File: src/rtl/iic_pkg.sv
// Shared definitions for the IIC master and its target: FSM encoding,
// released-bus SDA level and the default target address.
package iic_pkg;

    typedef logic [3:0] state_t;

    localparam logic [3:0] ST_IDLE   = 4'd0;
    localparam logic [3:0] ST_START  = 4'd1;
    localparam logic [3:0] ST_ADDR   = 4'd2;
    localparam logic [3:0] ST_ACK_A  = 4'd3;
    localparam logic [3:0] ST_WDATA  = 4'd4;
    localparam logic [3:0] ST_ACK_W  = 4'd5;
    localparam logic [3:0] ST_RDATA  = 4'd6;
    localparam logic [3:0] ST_NACK_R = 4'd7;
    localparam logic [3:0] ST_STOP   = 4'd8;
    localparam logic [3:0] ST_DONE   = 4'd9;

    localparam logic       IDLE_SDA     = 1'b1;
    localparam logic [6:0] DEFAULT_ADDR = 7'd69;

    // First byte on the wire: 7-bit address followed by the R/W bit.
    function automatic logic [7:0] addr_byte(input logic [6:0] addr, input logic rw);
        return {addr, rw};
    endfunction

endpackage

File: src/rtl/iic_master_if.sv
// Request/response and bus-pin bundle between the IIC master and its user/target.
interface iic_master_if;

    logic       go;
    logic       rw;
    logic [6:0] addr;
    logic [7:0] wdata;
    logic       SDA_recv;
    logic       SCL;
    logic       grab_SDA;
    logic       SDA_drive;
    logic       busy;
    logic       done;
    logic       ack_err;
    logic [7:0] rdata;

    modport master (
        input  go, rw, addr, wdata, SDA_recv,
        output SCL, grab_SDA, SDA_drive, busy, done, ack_err, rdata
    );

    modport slave (
        output go, rw, addr, wdata, SDA_recv,
        input  SCL, grab_SDA, SDA_drive, busy, done, ack_err, rdata
    );

endinterface

File: src/rtl/iic_clk_gen.sv
// Quarter-period tick generator: strobes every CLK_DIV cycles and steps a
// 2-bit quarter phase; held at zero while disabled so each transfer starts aligned.
module iic_clk_gen #(
    parameter int CLK_DIV = 4
) (
    input  logic       clk,
    input  logic       reset,
    input  logic       en,
    output logic       qtick,
    output logic [1:0] phase
);

    logic [7:0] cnt;

    assign qtick = en && (cnt == 8'(CLK_DIV - 1));

    always_ff @(posedge clk or posedge reset) begin
        if (reset) begin
            cnt   <= 8'd0;
            phase <= 2'd0;
        end else if (!en) begin
            cnt   <= 8'd0;
            phase <= 2'd0;
        end else if (qtick) begin
            cnt   <= 8'd0;
            phase <= phase + 2'd1;
        end else begin
            cnt <= cnt + 8'd1;
        end
    end

endmodule

File: src/rtl/iic_master.sv
// Single-byte IIC master: START, address+R/W, one write or read byte, STOP.
// Bus pins are decoded combinationally from state, bit index and quarter phase.
module iic_master
    import iic_pkg::*;
#(
    parameter int CLK_DIV = 4
) (
    input logic          clk,
    input logic          reset,
    iic_master_if.master bus
);

    state_t     state;
    logic [2:0] bit_cnt;
    logic       rw_q;
    logic [6:0] addr_q;
    logic [7:0] wdata_q;
    logic [7:0] shadow;
    logic       busy;
    logic       done;
    logic       ack_err;
    logic [7:0] rdata;

    logic       en;
    logic       qtick;
    logic [1:0] phase;
    logic       smp;
    logic       bit_end;
    logic [7:0] tx_byte;
    logic       scl;
    logic       grab;
    logic       sda;

    assign en = (state != ST_IDLE) && (state != ST_DONE);

    iic_clk_gen #(.CLK_DIV(CLK_DIV)) u_clk_gen (
        .clk   (clk),
        .reset (reset),
        .en    (en),
        .qtick (qtick),
        .phase (phase)
    );

    // Sample at the end of the first SCL-high quarter, advance at the end of the bit.
    assign smp     = qtick && (phase == 2'd2);
    assign bit_end = qtick && (phase == 2'd3);
    assign tx_byte = (state == ST_WDATA) ? wdata_q : addr_byte(addr_q, rw_q);

    always_comb begin
        scl  = 1'b1;
        grab = 1'b0;
        sda  = IDLE_SDA;
        case (state)
            ST_START: begin
                scl  = ~phase[1];
                grab = 1'b1;
                sda  = 1'b0;
            end
            ST_ADDR, ST_WDATA: begin
                scl  = phase[1];
                grab = 1'b1;
                sda  = tx_byte[bit_cnt];
            end
            ST_ACK_A, ST_ACK_W, ST_RDATA, ST_NACK_R: begin
                scl = phase[1];
            end
            ST_STOP: begin
                // SDA rises in the last quarter while SCL is high: the STOP condition.
                scl  = phase[1];
                grab = (phase != 2'd3);
                sda  = (phase == 2'd3) ? IDLE_SDA : 1'b0;
            end
            default: ;
        endcase
    end

    always_ff @(posedge clk or posedge reset) begin
        if (reset) begin
            state   <= ST_IDLE;
            bit_cnt <= 3'd0;
            rw_q    <= 1'b0;
            addr_q  <= 7'd0;
            wdata_q <= 8'd0;
            shadow  <= 8'd0;
            busy    <= 1'b0;
            done    <= 1'b0;
            ack_err <= 1'b0;
            rdata   <= 8'd0;
        end else begin
            done <= 1'b0;
            case (state)
                ST_IDLE: if (bus.go) begin
                    state   <= ST_START;
                    busy    <= 1'b1;
                    ack_err <= 1'b0;
                    rw_q    <= bus.rw;
                    addr_q  <= bus.addr;
                    wdata_q <= bus.wdata;
                end
                ST_START: if (bit_end) begin
                    state   <= ST_ADDR;
                    bit_cnt <= 3'd7;
                end
                ST_ADDR: if (bit_end) begin
                    bit_cnt <= bit_cnt - 3'd1;
                    if (bit_cnt == 3'd0) state <= ST_ACK_A;
                end
                ST_ACK_A: begin
                    if (smp) ack_err <= bus.SDA_recv;
                    if (bit_end) state <= ack_err ? ST_STOP : (rw_q ? ST_RDATA : ST_WDATA);
                end
                ST_WDATA: if (bit_end) begin
                    bit_cnt <= bit_cnt - 3'd1;
                    if (bit_cnt == 3'd0) state <= ST_ACK_W;
                end
                ST_ACK_W: begin
                    if (smp) ack_err <= bus.SDA_recv;
                    if (bit_end) state <= ST_STOP;
                end
                ST_RDATA: begin
                    if (smp) shadow <= {shadow[6:0], bus.SDA_recv};
                    if (bit_end) begin
                        bit_cnt <= bit_cnt - 3'd1;
                        if (bit_cnt == 3'd0) state <= ST_NACK_R;
                    end
                end
                ST_NACK_R: if (bit_end) state <= ST_STOP;
                ST_STOP:   if (bit_end) state <= ST_DONE;
                ST_DONE: begin
                    state <= ST_IDLE;
                    busy  <= 1'b0;
                    done  <= 1'b1;
                    if (rw_q && !ack_err) rdata <= shadow;
                end
                default: state <= ST_IDLE;
            endcase
        end
    end

    assign bus.SCL       = scl;
    assign bus.grab_SDA  = grab;
    assign bus.SDA_drive = sda;
    assign bus.busy      = busy;
    assign bus.done      = done;
    assign bus.ack_err   = ack_err;
    assign bus.rdata     = rdata;

endmodule

File: src/flat_wrapper.sv
// flat-port wrapper written by rule: the top's interface ports become plain ports
module iic_master_flat import iic_pkg::*;
#(
    parameter int CLK_DIV = 4
)
  (clk, reset, bus_go, bus_rw, bus_addr, bus_wdata, bus_SDA_recv, bus_SCL, bus_grab_SDA, bus_SDA_drive, bus_busy, bus_done, bus_ack_err, bus_rdata);
  iic_master_if bus_i ();
  input logic clk;
  input logic reset;
  input wire logic [$bits(bus_i.go)-1:0] bus_go;
  input wire logic [$bits(bus_i.rw)-1:0] bus_rw;
  input wire logic [$bits(bus_i.addr)-1:0] bus_addr;
  input wire logic [$bits(bus_i.wdata)-1:0] bus_wdata;
  input wire logic [$bits(bus_i.SDA_recv)-1:0] bus_SDA_recv;
  output wire logic [$bits(bus_i.SCL)-1:0] bus_SCL;
  output wire logic [$bits(bus_i.grab_SDA)-1:0] bus_grab_SDA;
  output wire logic [$bits(bus_i.SDA_drive)-1:0] bus_SDA_drive;
  output wire logic [$bits(bus_i.busy)-1:0] bus_busy;
  output wire logic [$bits(bus_i.done)-1:0] bus_done;
  output wire logic [$bits(bus_i.ack_err)-1:0] bus_ack_err;
  output wire logic [$bits(bus_i.rdata)-1:0] bus_rdata;
  assign bus_i.go = bus_go;
  assign bus_i.rw = bus_rw;
  assign bus_i.addr = bus_addr;
  assign bus_i.wdata = bus_wdata;
  assign bus_i.SDA_recv = bus_SDA_recv;
  assign bus_SCL = bus_i.SCL;
  assign bus_grab_SDA = bus_i.grab_SDA;
  assign bus_SDA_drive = bus_i.SDA_drive;
  assign bus_busy = bus_i.busy;
  assign bus_done = bus_i.done;
  assign bus_ack_err = bus_i.ack_err;
  assign bus_rdata = bus_i.rdata;
  iic_master #(.CLK_DIV(CLK_DIV)) u_core (.clk(clk), .reset(reset), .bus(bus_i));
endmodule
File: config.mk
export PLATFORM = sky130hd
export DESIGN_NAME = iic_master_flat
export DESIGN_NICKNAME = d
export VERILOG_FILES = /design/src/rtl/iic_pkg.sv /design/src/rtl/iic_master_if.sv /design/src/rtl/iic_clk_gen.sv /design/src/rtl/iic_master.sv /design/src/flat_wrapper.sv
export SDC_FILE = /design/constraint.sdc
export NUM_CORES = 1
export LEC_CHECK = 0
export ABC_CLOCK_PERIOD_IN_PS = 3410
export BUFFER_PORTS_ARGS = -buffer_cell sky130_fd_sc_hd__buf_2
export CELL_PAD_IN_SITES_DETAIL_PLACEMENT = 1
export CELL_PAD_IN_SITES_GLOBAL_PLACEMENT = 1
export CORE_MARGIN = 4
export CORE_UTILIZATION = 30
export CTS_CLUSTER_DIAMETER = 40
export DETAILED_ROUTE_END_ITERATION = 7
export GPL_TIMING_DRIVEN = 0
export PLACE_DENSITY = 0.59
export SLEW_MARGIN = 20
export SYNTH_ARGS = -nofsm -noshare
export SYNTH_HDL_FRONTEND = slang
export SYNTH_SLANG_ARGS = --single-unit
File: constraint.sdc
create_clock -name clk -period 3.41 [get_ports clk]
set_input_delay 0.682 -clock clk [delete_from_list [all_inputs] [get_ports clk]]
set_output_delay 0.682 -clock clk [all_outputs]
set_load 0.02 [all_outputs]
==> flow_summary.ini <==
[global_route]
grt_pass1_vias = 1855
grt-ovfl-total = 0
grtUsageTotal_pct = 11.23
grt_start_max_net_pins = 53
antenna_found_initial = 0
grt_pass1_wl_mm = 9.204

[synthesis]
synth_seq_area_share_pct = 49.22
syn_area_um2 = 2644
synthXorXnorAreaFrac_pct = 2.982
synth_most_common_cell = dfrtp_1
synth_compound_area_share_pct = 6.720
syn_inst = 209
synth_nets = 234
yosysWarnings = 0
yosys-mux-area-fraction_pct = 21.15
synth_edf_count = 0
avgSynthCellArea_um2 = 12.65
netlist.top_cell.by_area = dfrtp_1
synthSimpleGateAreaFrac_pct = 13.44
synth.ff_latch_count = 52
yosys-top-cells-area = dfrtp_1 (49%), mux2_4 (9.1%), mux2_1 (5.5%)
synth_adder_area_share_pct = 2.366
synth_top_family_by_area = multiplexers
synth_cell_types = 48
synth_ff_type = dfrtp_1
synthArstFlopShare_pct = 100.0
yosys-top-cells-count = dfrtp_1 (52), mux2_4 (16), nor2_1 (15)
yosys.area.top_type_share_pct = 49.22

[critical_path]
cpPeakStageDelay_ps = 620
worst-path-buf-inv = 2
crit_path_max_fanout = 7
cp_top_family = multiplexers
cp.required_ps = 2730
reg2reg_slack_ps = 1400
cp_slowest_cell = mux4_1
start_kind = flop
path_cells = buf_6 -> nor4b_4 -> mux4_1 -> o2bb2ai_1 -> o31ai_2 -> buf_2
crit_type = flop to primary output
endpoint_kind = primary output
arrival_ps = 2370

[placement]
hpwlAfterDp_mm = 3.999
dp_slack_ps = 678.8
globalplace.congestion = 0.7811
portBuffers = 33
placed_area_um2 = 2943
dp.cells = 347

[timing]
min_period_ps = 3055
fin_skew_ps = 9.949
rsz0062_at_grt = false
setup_ws_ps = 354.9
finalCritPeriodShare_pct = 89.59
setup_viol = 0
fmaxAchievable_mhz = 327.3
holdWs_ps = 471.8
worst_slew_pin_slew_ps = 660.4
finalSetupTns_ps = 0
hold_viol = 0
report.final.slew_viol_count = 0
slew_headroom_pct = 55.97

[final_layout]
nFillCells = 928
drive_above_1_share_pct = 30.80
area_growth_pct = 14.81
fin_area_um2 = 3035
n_antenna_cell = 0
utilization_pct = 36.21
final_cell_count_no_fill = 355
layout.nets = 274

[clocking]
clock_path_buffers = 2
ctsResizeCount = 0
insertion_delay_ps = 310
cts_hold_buf = 0
numCtsBuffers = 5
cts.sinks = 52
cts_tree = done
root_buffer = clkbuf_8
cts_setup_buffers = 0
clk_pin_slew_ps = 100
htree_levels = 2

[power]
ir_worst_vdd_mv = 0.1745
power.density_nw_per_um2 = 331.0
p_sw_mw = 0.2314
clockPowerShare_pct = 35.7
power.total_mw = 1.005
comb_power_share_pct = 2.8
netSwitchingFraction_pct = 23.03
power.internal_mw = 0.7734
leakage_nw = 1.546
p_seq_share_pct = 61.6

[floorplan]
fp-row-count = 33
fp.dieW_um = 101.9
io_pins = 34
initial_core_util_pct = 31.54
die-area_um2 = 10380
coreArea_um2 = 8382
fp.dieH_um = 101.9

[min_path]
min_path_type = input port to async pin

[run]
cap_violations = 0

[routing]
antenna_left = 0
drc = 0
wl_per_cell_um = 15.50
wirelength_mm = 5.504
vias = 1726
first_pass_iters = 4
viasPerCell = 4.862
drt_iter0_drc = 37

[run_status]
status = finished clean
## flip-flops by register name (all words and copies together) (netlist names), 2 cells and up
| name | count |
|---|---|
| u_core.shadow | 8 |
| u_core.u_clk_gen.phase | 2 |
| u_core.bit_cnt | 3 |
| u_core.u_clk_gen.cnt | 8 |
| u_core.state | 4 |
| u_core.wdata_q | 8 |
| u_core.addr_q | 7 |
| u_core.bus.rdata | 8 |
## cells by family (layout without fill, tap and decap cells)
kind of cell / after synthesis / in the layout
simple gates: 57 / 57
xor+xnor: 9 / 9
buf+inv: 19 / 60
fa+ha+maj: 5 / 5
flops: 52 / 52
compound gates: 26 / 26
mux: 41 / 41
## final timing paths
check | depth (start not counted) | end | from
min in group clk | 1 | u_core.wdata_q[6]$_DFFE_PP0P_ | u_core.wdata_q[6]$_DFFE_PP0P_
hold / removal | 2 | u_core.state[2]$_DFFE_PP0P_ | reset
hold reg to reg | 1 | u_core.wdata_q[6]$_DFFE_PP0P_ | u_core.wdata_q[6]$_DFFE_PP0P_
setup / recovery | 6 | bus_SDA_drive | u_core.state[0]$_DFFE_PP0P_
max in group asynchronous | 2 | u_core.u_clk_gen.cnt[5]$_DFF_PP0_ | reset
setup reg to reg | 5 | u_core.bit_cnt[2]$_DFFE_PP0P_ | u_core.u_clk_gen.cnt[0]$_DFF_PP0_
## layout by cell type (no fill, tap or decap), types with 2 or more instances in the layout
cell        netlist  layout
mux2_1           13      13
or3_1             2       2
mux2_2            3       3
inv_1             7       6
mux2i_1           6       6
clkbuf_1          2       2
nand2_1           3       3
mux2_4           16      16
clkinvlp_4        0       2
nor3b_1           3       3
a21oi_1           6       6
nand3_1          10      10
buf_4             3       3
xnor2_1           4       4
buf_6             3       3
clkbuf_8          0       5
o31ai_1           4       4
and3_1            4       4
mux4_1            3       3
buf_2             3      36
nor3_1            2       2
nand2b_1          5       5
xor2_1            5       5
nor2_1           15      15
ha_1              5       5
o21ai_0           6       6
dfrtp_1          52      52
nand4_1           2       2
## worst reg2reg max path, cell delays in order, from the launching register on
cell and delay [ps]:
dfrtp_1 420, ha_1 250, nor3b_1 300, nand3_1 290, o41ai_1 380, o2bb2a_1 250
## layout make-up
class | instances | area [um2] | share of cell area, %
plain buffers | 11 | 78.83 | 2.597
clock buffers | 5 | 68.82 | 2.267
clock inverters | 3 | 23.77 | 0.7832
inverters | 8 | 32.53 | 1.072
multi-input cells | 138 | 1234 | 40.64
flip-flops and latches | 52 | 1301 | 42.87
well taps | 105 | 131.4 | 4.328
repair buffers | 33 | 165.2 | 5.441
## power by group through the flow
stage	Clock, mW	Sequential [mW]	Combinational, mW
finish	0.358	0.619	0.0277
global route	0.401	0.619	0.0326
CTS	0.377	0.619	0.0293
detailed placement	0	0.631	0.0293
global placement	0	0.631	0.0282
floorplan	0	0.631	0.0118
## routing by layer
| layer | GRT usage, % | part of all wire [%] | up-vias |
|---|---|---|---|
| met5 | 0 | 0 | - |
| met4 | 4.339 | 2.1 | 0 |
| met3 | 1.911 | 2.4 | 10 |
| met2 | 18.51 | 48 | 20 |
| met1 | 14.79 | 48 | 869 |
| li1 | - | - | 827 |
Note: power is estimated with default switching activity, not from simulation.
